==> src/rtl/alu_arbiter.sv <==
// alu_arbiter: two-port round-robin front end for one shared combinational ALU.
// One operation is in flight at a time: IDLE (accept) -> EXEC (capture ALU) -> RESP (hold
// the result until the owning port takes it).
module alu_arbiter #(
    parameter int WIDTH = 16,
    parameter int OPW   = 5
) (
    input  logic             clk,
    input  logic             rst,
    // request port 0
    input  logic             req0_valid,
    output logic             req0_ready,
    input  logic [WIDTH-1:0] req0_a,
    input  logic [WIDTH-1:0] req0_b,
    input  logic [OPW-1:0]   req0_op,
    // request port 1
    input  logic             req1_valid,
    output logic             req1_ready,
    input  logic [WIDTH-1:0] req1_a,
    input  logic [WIDTH-1:0] req1_b,
    input  logic [OPW-1:0]   req1_op,
    // response port 0
    output logic             rsp0_valid,
    input  logic             rsp0_ready,
    output logic [WIDTH-1:0] rsp0_y,
    output logic [2:0]       rsp0_flags,
    // response port 1
    output logic             rsp1_valid,
    input  logic             rsp1_ready,
    output logic [WIDTH-1:0] rsp1_y,
    output logic [2:0]       rsp1_flags,
    // shared ALU
    output logic [WIDTH-1:0] alu_a,
    output logic [WIDTH-1:0] alu_b,
    output logic [OPW-1:0]   alu_op,
    input  logic [WIDTH-1:0] alu_y,
    input  logic             alu_carry,
    input  logic             alu_ovf,
    output logic             busy
);

    typedef enum logic [1:0] {IDLE, EXEC, RESP} state_t;

    state_t           state;
    logic             prio;       // port that wins when both request
    logic             owner_p0;   // port that owns the operation in flight
    logic [WIDTH-1:0] a_p0;
    logic [WIDTH-1:0] b_p0;
    logic [OPW-1:0]   op_p0;
    logic [WIDTH-1:0] y_p1;
    logic [2:0]       flags_p1;   // {err, carry, ovf}
    logic             accept0;
    logic             accept1;
    logic             rsp_hs;

    // Opcodes 0-5 and 7-10 are implemented by the ALU; everything else reports err.
    function automatic logic op_legal(input logic [OPW-1:0] op);
        return (op != OPW'(6)) && (op <= OPW'(10));
    endfunction

    // Grant only while idle; the prio port wins a tie, a lone requester always wins.
    always_comb begin
        req0_ready = 1'b0;
        req1_ready = 1'b0;
        if (state == IDLE && !rst) begin
            req0_ready = req0_valid && (!prio || !req1_valid);
            req1_ready = req1_valid && ( prio || !req0_valid);
        end
    end

    assign accept0 = req0_valid && req0_ready;
    assign accept1 = req1_valid && req1_ready;
    assign rsp_hs  = (rsp0_valid && rsp0_ready) || (rsp1_valid && rsp1_ready);

    assign alu_a      = a_p0;
    assign alu_b      = b_p0;
    assign alu_op     = op_p0;
    assign rsp0_y     = y_p1;
    assign rsp1_y     = y_p1;
    assign rsp0_flags = flags_p1;
    assign rsp1_flags = flags_p1;

    // Control FSM with registered operands, result and response/busy outputs.
    always_ff @(posedge clk) begin
        if (rst) begin
            state      <= IDLE;
            prio       <= 1'b0;
            owner_p0   <= 1'b0;
            a_p0       <= '0;
            b_p0       <= '0;
            op_p0      <= '0;
            y_p1       <= '0;
            flags_p1   <= 3'b000;
            rsp0_valid <= 1'b0;
            rsp1_valid <= 1'b0;
            busy       <= 1'b0;
        end else begin
            case (state)
                IDLE: begin
                    // request capture: operands stay on the ALU until the response is taken
                    if (accept0 || accept1) begin
                        state    <= EXEC;
                        busy     <= 1'b1;
                        owner_p0 <= accept1;
                        a_p0     <= accept1 ? req1_a  : req0_a;
                        b_p0     <= accept1 ? req1_b  : req0_b;
                        op_p0    <= accept1 ? req1_op : req0_op;
                        prio     <= ~accept1;
                    end
                end
                EXEC: begin
                    // result capture: the ALU has had a full cycle on stable operands
                    state <= RESP;
                    if (op_legal(op_p0)) begin
                        y_p1     <= alu_y;
                        flags_p1 <= {1'b0, alu_carry, alu_ovf};
                    end else begin
                        y_p1     <= '0;
                        flags_p1 <= 3'b100;
                    end
                    rsp0_valid <= ~owner_p0;
                    rsp1_valid <= owner_p0;
                end
                RESP: begin
                    // response handoff: result registers keep their value after the handshake
                    if (rsp_hs) begin
                        state      <= IDLE;
                        busy       <= 1'b0;
                        rsp0_valid <= 1'b0;
                        rsp1_valid <= 1'b0;
                    end
                end
                default: begin
                    state <= IDLE;
                    busy  <= 1'b0;
                end
            endcase
        end
    end

endmodule

==> config.mk <==
export PLATFORM = sky130hd
export DESIGN_NAME = alu_arbiter
export DESIGN_NICKNAME = d
export VERILOG_FILES = /design/src/rtl/alu_arbiter.sv
export SDC_FILE = /design/constraint.sdc
export NUM_CORES = 1
export LEC_CHECK = 0
export ABC_CLOCK_PERIOD_IN_PS = 4090
export CORE_ASPECT_RATIO = 1.1
export CORE_MARGIN = 1
export CORE_UTILIZATION = 30
export CTS_CLUSTER_SIZE = 25
export DETAILED_ROUTE_END_ITERATION = 7
export GPL_TIMING_DRIVEN = 0
export HOLD_SLACK_MARGIN = 0.12
export PLACE_DENSITY = 0.78
export SYNTH_ARGS = -nofsm -noshare
export SYNTH_HDL_FRONTEND = slang
export SYNTH_SLANG_ARGS = --single-unit
==> constraint.sdc <==
create_clock -name clk -period 4.09 [get_ports clk]
set_clock_uncertainty 0.15 [all_clocks]
set_input_delay 0.818 -clock clk [delete_from_list [all_inputs] [get_ports clk]]
set_output_delay 0.818 -clock clk [all_outputs]
set_load 0.01 [all_outputs]
==> flow_summary.yaml <==
placement:
  portBuffers: 177
  pre_cts_slack_ns: 0.120
  placed_area_sq_um: 4600
  place.gp.congestion: 0.773
  dpl.hpwl_mm: 6.90
die:
  fp-row-count: 35
  ios: 178
  initial_utilization_pct: 31.5
  die_x_um: 92.3
  design.die.area_sq_um: 9360
  die_h_um: 101
  core_sq_um: 8540
sta:
  period_needed_ns: 3.98
  max_freq_ghz: 0.251
  rsz0062_at_grt: "no"
  fin_ws_ns: 0.110
  hold_viol: 0
  period_share_pct: 97.3
  tightest_slew_ns: 0.732
  fin_setup_tns_ns: 0
  max_slew_margin_pct: 51.1
  finalSetupViolations: 0
  final_max_slew_viol_count: 0
clock_network:
  htreeDepth: 3
  cts_hold_buf: 0
  clock-sinks: 63
  numCtsBuffers: 9
  cts-resized-gates: 0
  max-clock-path-buffers: 2
  insertion_delay_ns: 0.33
  cts_tree: "yes"
  cts.clk_slew.worst_paths_ns: 0.07
  post_cts_buffers: 0
  cts-root-buf: "clkbuf_8"
drt:
  drt_pass1_iterations: 4
  avgViaCountPerCell: 5.07
  wirelength_mm: 9.10
  drc: 0
  num_vias: 2838
  first_iter_violations: 72
  ant_nets: 0
  drt-wirelength-per-cell_um: 16.3
synth:
  synth_common_cells: "dfxtp_1, a221o_1, and3_1"
  synth_cell_type_count: 34
  netlist_area_sq_um: 2690
  synthAdderAreaFrac_pct: 0
  yosysWarnings: 0
  yosys-top-cells-area: "dfxtp_1, a221o_1, and3_1"
  yosys_most_used_dff: "dfxtp_1"
  synth_simple_gate_area_share_pct: 14.4
  synthXorXnorAreaFrac_pct: 0
  yosysMostFrequentCell: "dfxtp_1"
  synth-edff-count: 0
  muxShareOfSynthArea_pct: 0.418
  synth_nets: 354
  yosys.area.top_type_share_pct: 46.8
  ys_seq_elements: 63
  yosysSeqAreaShare_pct: 46.8
  avgSynthCellArea_sq_um: 10.5
  synth_compound_area_share_pct: 26.1
  synthArstFlopShare_pct: 0
  synth_area_leader_cell: "dfxtp_1"
  synth_top_family_by_area: "compound AO/OA/AOI/OAI gates"
  netlist_instances: 256
final_layout:
  diodes: 0
  fin_area_sq_um: 4850
  nets: 542
  synthToLayoutAreaGrowth_pct: 80.0
  final_core_util_pct: 56.7
  layout-drive-gt1-share_pct: 11.1
critical_path:
  crit_chain: "clkdlybuf4s50_1 -> or3_4 -> buf_6 -> or3_1 -> buf_6 -> inv_8 -> buf_12 -> clkdlybuf4s50_1"
  worst_r2r_path_depth: 6
  cp_slowest_cell: "clkdlybuf4s50_1"
  critical_path_class: "in2out"
  path_max_fanout: 10
  crit_required_ns: 3.12
  startpoint: "rst"
  r2r-end: "alu_op[2]$_SDFFE_PP0P_"
  start_kind: "input port"
  ff2ff_setup_slack_ns: 1.83
  r2r_start: "state[0]$_SDFFE_PP0P_"
  endpoint_kind: "primary output"
  cp.arrival_ns: 3.01
  critPathMaxStageDelay_ns: 0.53
  worstSetupEndpoint: "req1_ready"
grt:
  grt_overflow: 0
  antenna_found_initial: 0
  track_usage_pct: 19.8
  grt_pass1_wl_mm: 14.3
  grt_pass1_vias: 2959
  grt_max_degree: 11
pwr:
  vdd_drop_max_uv: 191
  p_leak_uw: 0.00193
  power_density_nw_per_um2: 381
worst_hold_path:
  hold_path_class: "reg2reg"
  holdPathStages: 1
status:
  status: "finished clean"
run:
  cap_violations: 0
-- metrics by stage --
| stage | total power, uW | std cells | hold slack (ns) |
|---|---|---|---|
| 3_5_place_dp | 1210 | 544 | 0.319 |
| 5_1_grt | 1930 | 560 | 0.356 |
| 4_1_cts | 1860 | 560 | 0.341 |
| 6_report | 1840 | 560 | 0.338 |
| 2_1_floorplan | 925 | 256 | 0.305 |
| 3_3_place_gp | 1200 | 544 | 0.317 |
-- placed cells by master (no fill, tap or decap), drive strengths merged, types with 2 or more instances in the layout --
cell type and n:
clkdlybuf4s50 177, dfxtp 63, and3 29, a221o 29, clkbuf 29, buf 27, a22o 19, a21oi 9
o21ai 8, nand3 8, nor4 8, a311oi 8, nor2 4, inv 4, nor2b 3, nor3 3
o221a 2, nand3b 2, a211oi 2, and2 2, bufinv 2, or3 2
-- power by group --
part | leakage [uW] | internal, uW | switching [uW]
clock network | 0.000123 | 411 | 239
registers | 0.000517 | 675 | 40.8
logic | 0.00128 | 295 | 184
-- final cells by class --
type / count / area, sq um
Buffer: 42 / 305
Timing Repair Buffer: 177 / 1770
Fill cell: 777 / 3690
Clock inverter: 2 / 60.1
Clock buffer: 14 / 183
Inverter: 5 / 26.3
Tap cell: 111 / 139
Sequential cell: 63 / 1260
Multi-Input combinational cell: 146 / 1100
-- layer usage --
metal / share of wire (%) / vias up / wire length, um / global-route usage [%]
met5: 0 / - / 0 / 0
met4: 0.86 / 0 / 78 / 7.33
met3: 10 / 8 / 922 / 7.88
met2: 51 / 152 / 4620 / 36.1
met1: 38 / 1318 / 3490 / 20.6
li1: - / 1360 / - / -
-- sequential cells by signal (all words and copies together) (netlist names) --
register    flops
state           2
prio            1
alu_a          16
alu_b          16
owner_p0        1
rsp0_flags      3
alu_op          5
rsp1_valid      1
busy            1
rsp0_y         16
rsp0_valid      1
-- cells by family after synthesis --
kind of cell           Yosys count
DFF                             63
buffers and inverters           47
and+or+nand+nor                 64
muxes                            1
AOI/OAI and AO/OA               81
-- worst min path at each step --
stage	slack [ns]	start	end
finish	0.34	alu_b[10]$_SDFFE_PP0P_	alu_b[10]$_SDFFE_PP0P_
global route	0.36	alu_a[12]$_SDFFE_PP0P_	alu_a[12]$_SDFFE_PP0P_
CTS	0.34	alu_b[9]$_SDFFE_PP0P_	alu_b[9]$_SDFFE_PP0P_
detailed placement	0.32	alu_a[5]$_SDFFE_PP0P_	alu_a[5]$_SDFFE_PP0P_
global placement	0.32	alu_a[13]$_SDFFE_PP0P_	alu_a[13]$_SDFFE_PP0P_
floorplan	0.31	owner_p0$_SDFFE_PP0P_	owner_p0$_SDFFE_PP0P_
-- worst max-delay path, delay by kind of cell --
family | cells | cell delay, ns
and+or+nand+nor | 2 | 0.70
buffers and inverters | 6 | 1.49
(Power assumes the default switching activity.)
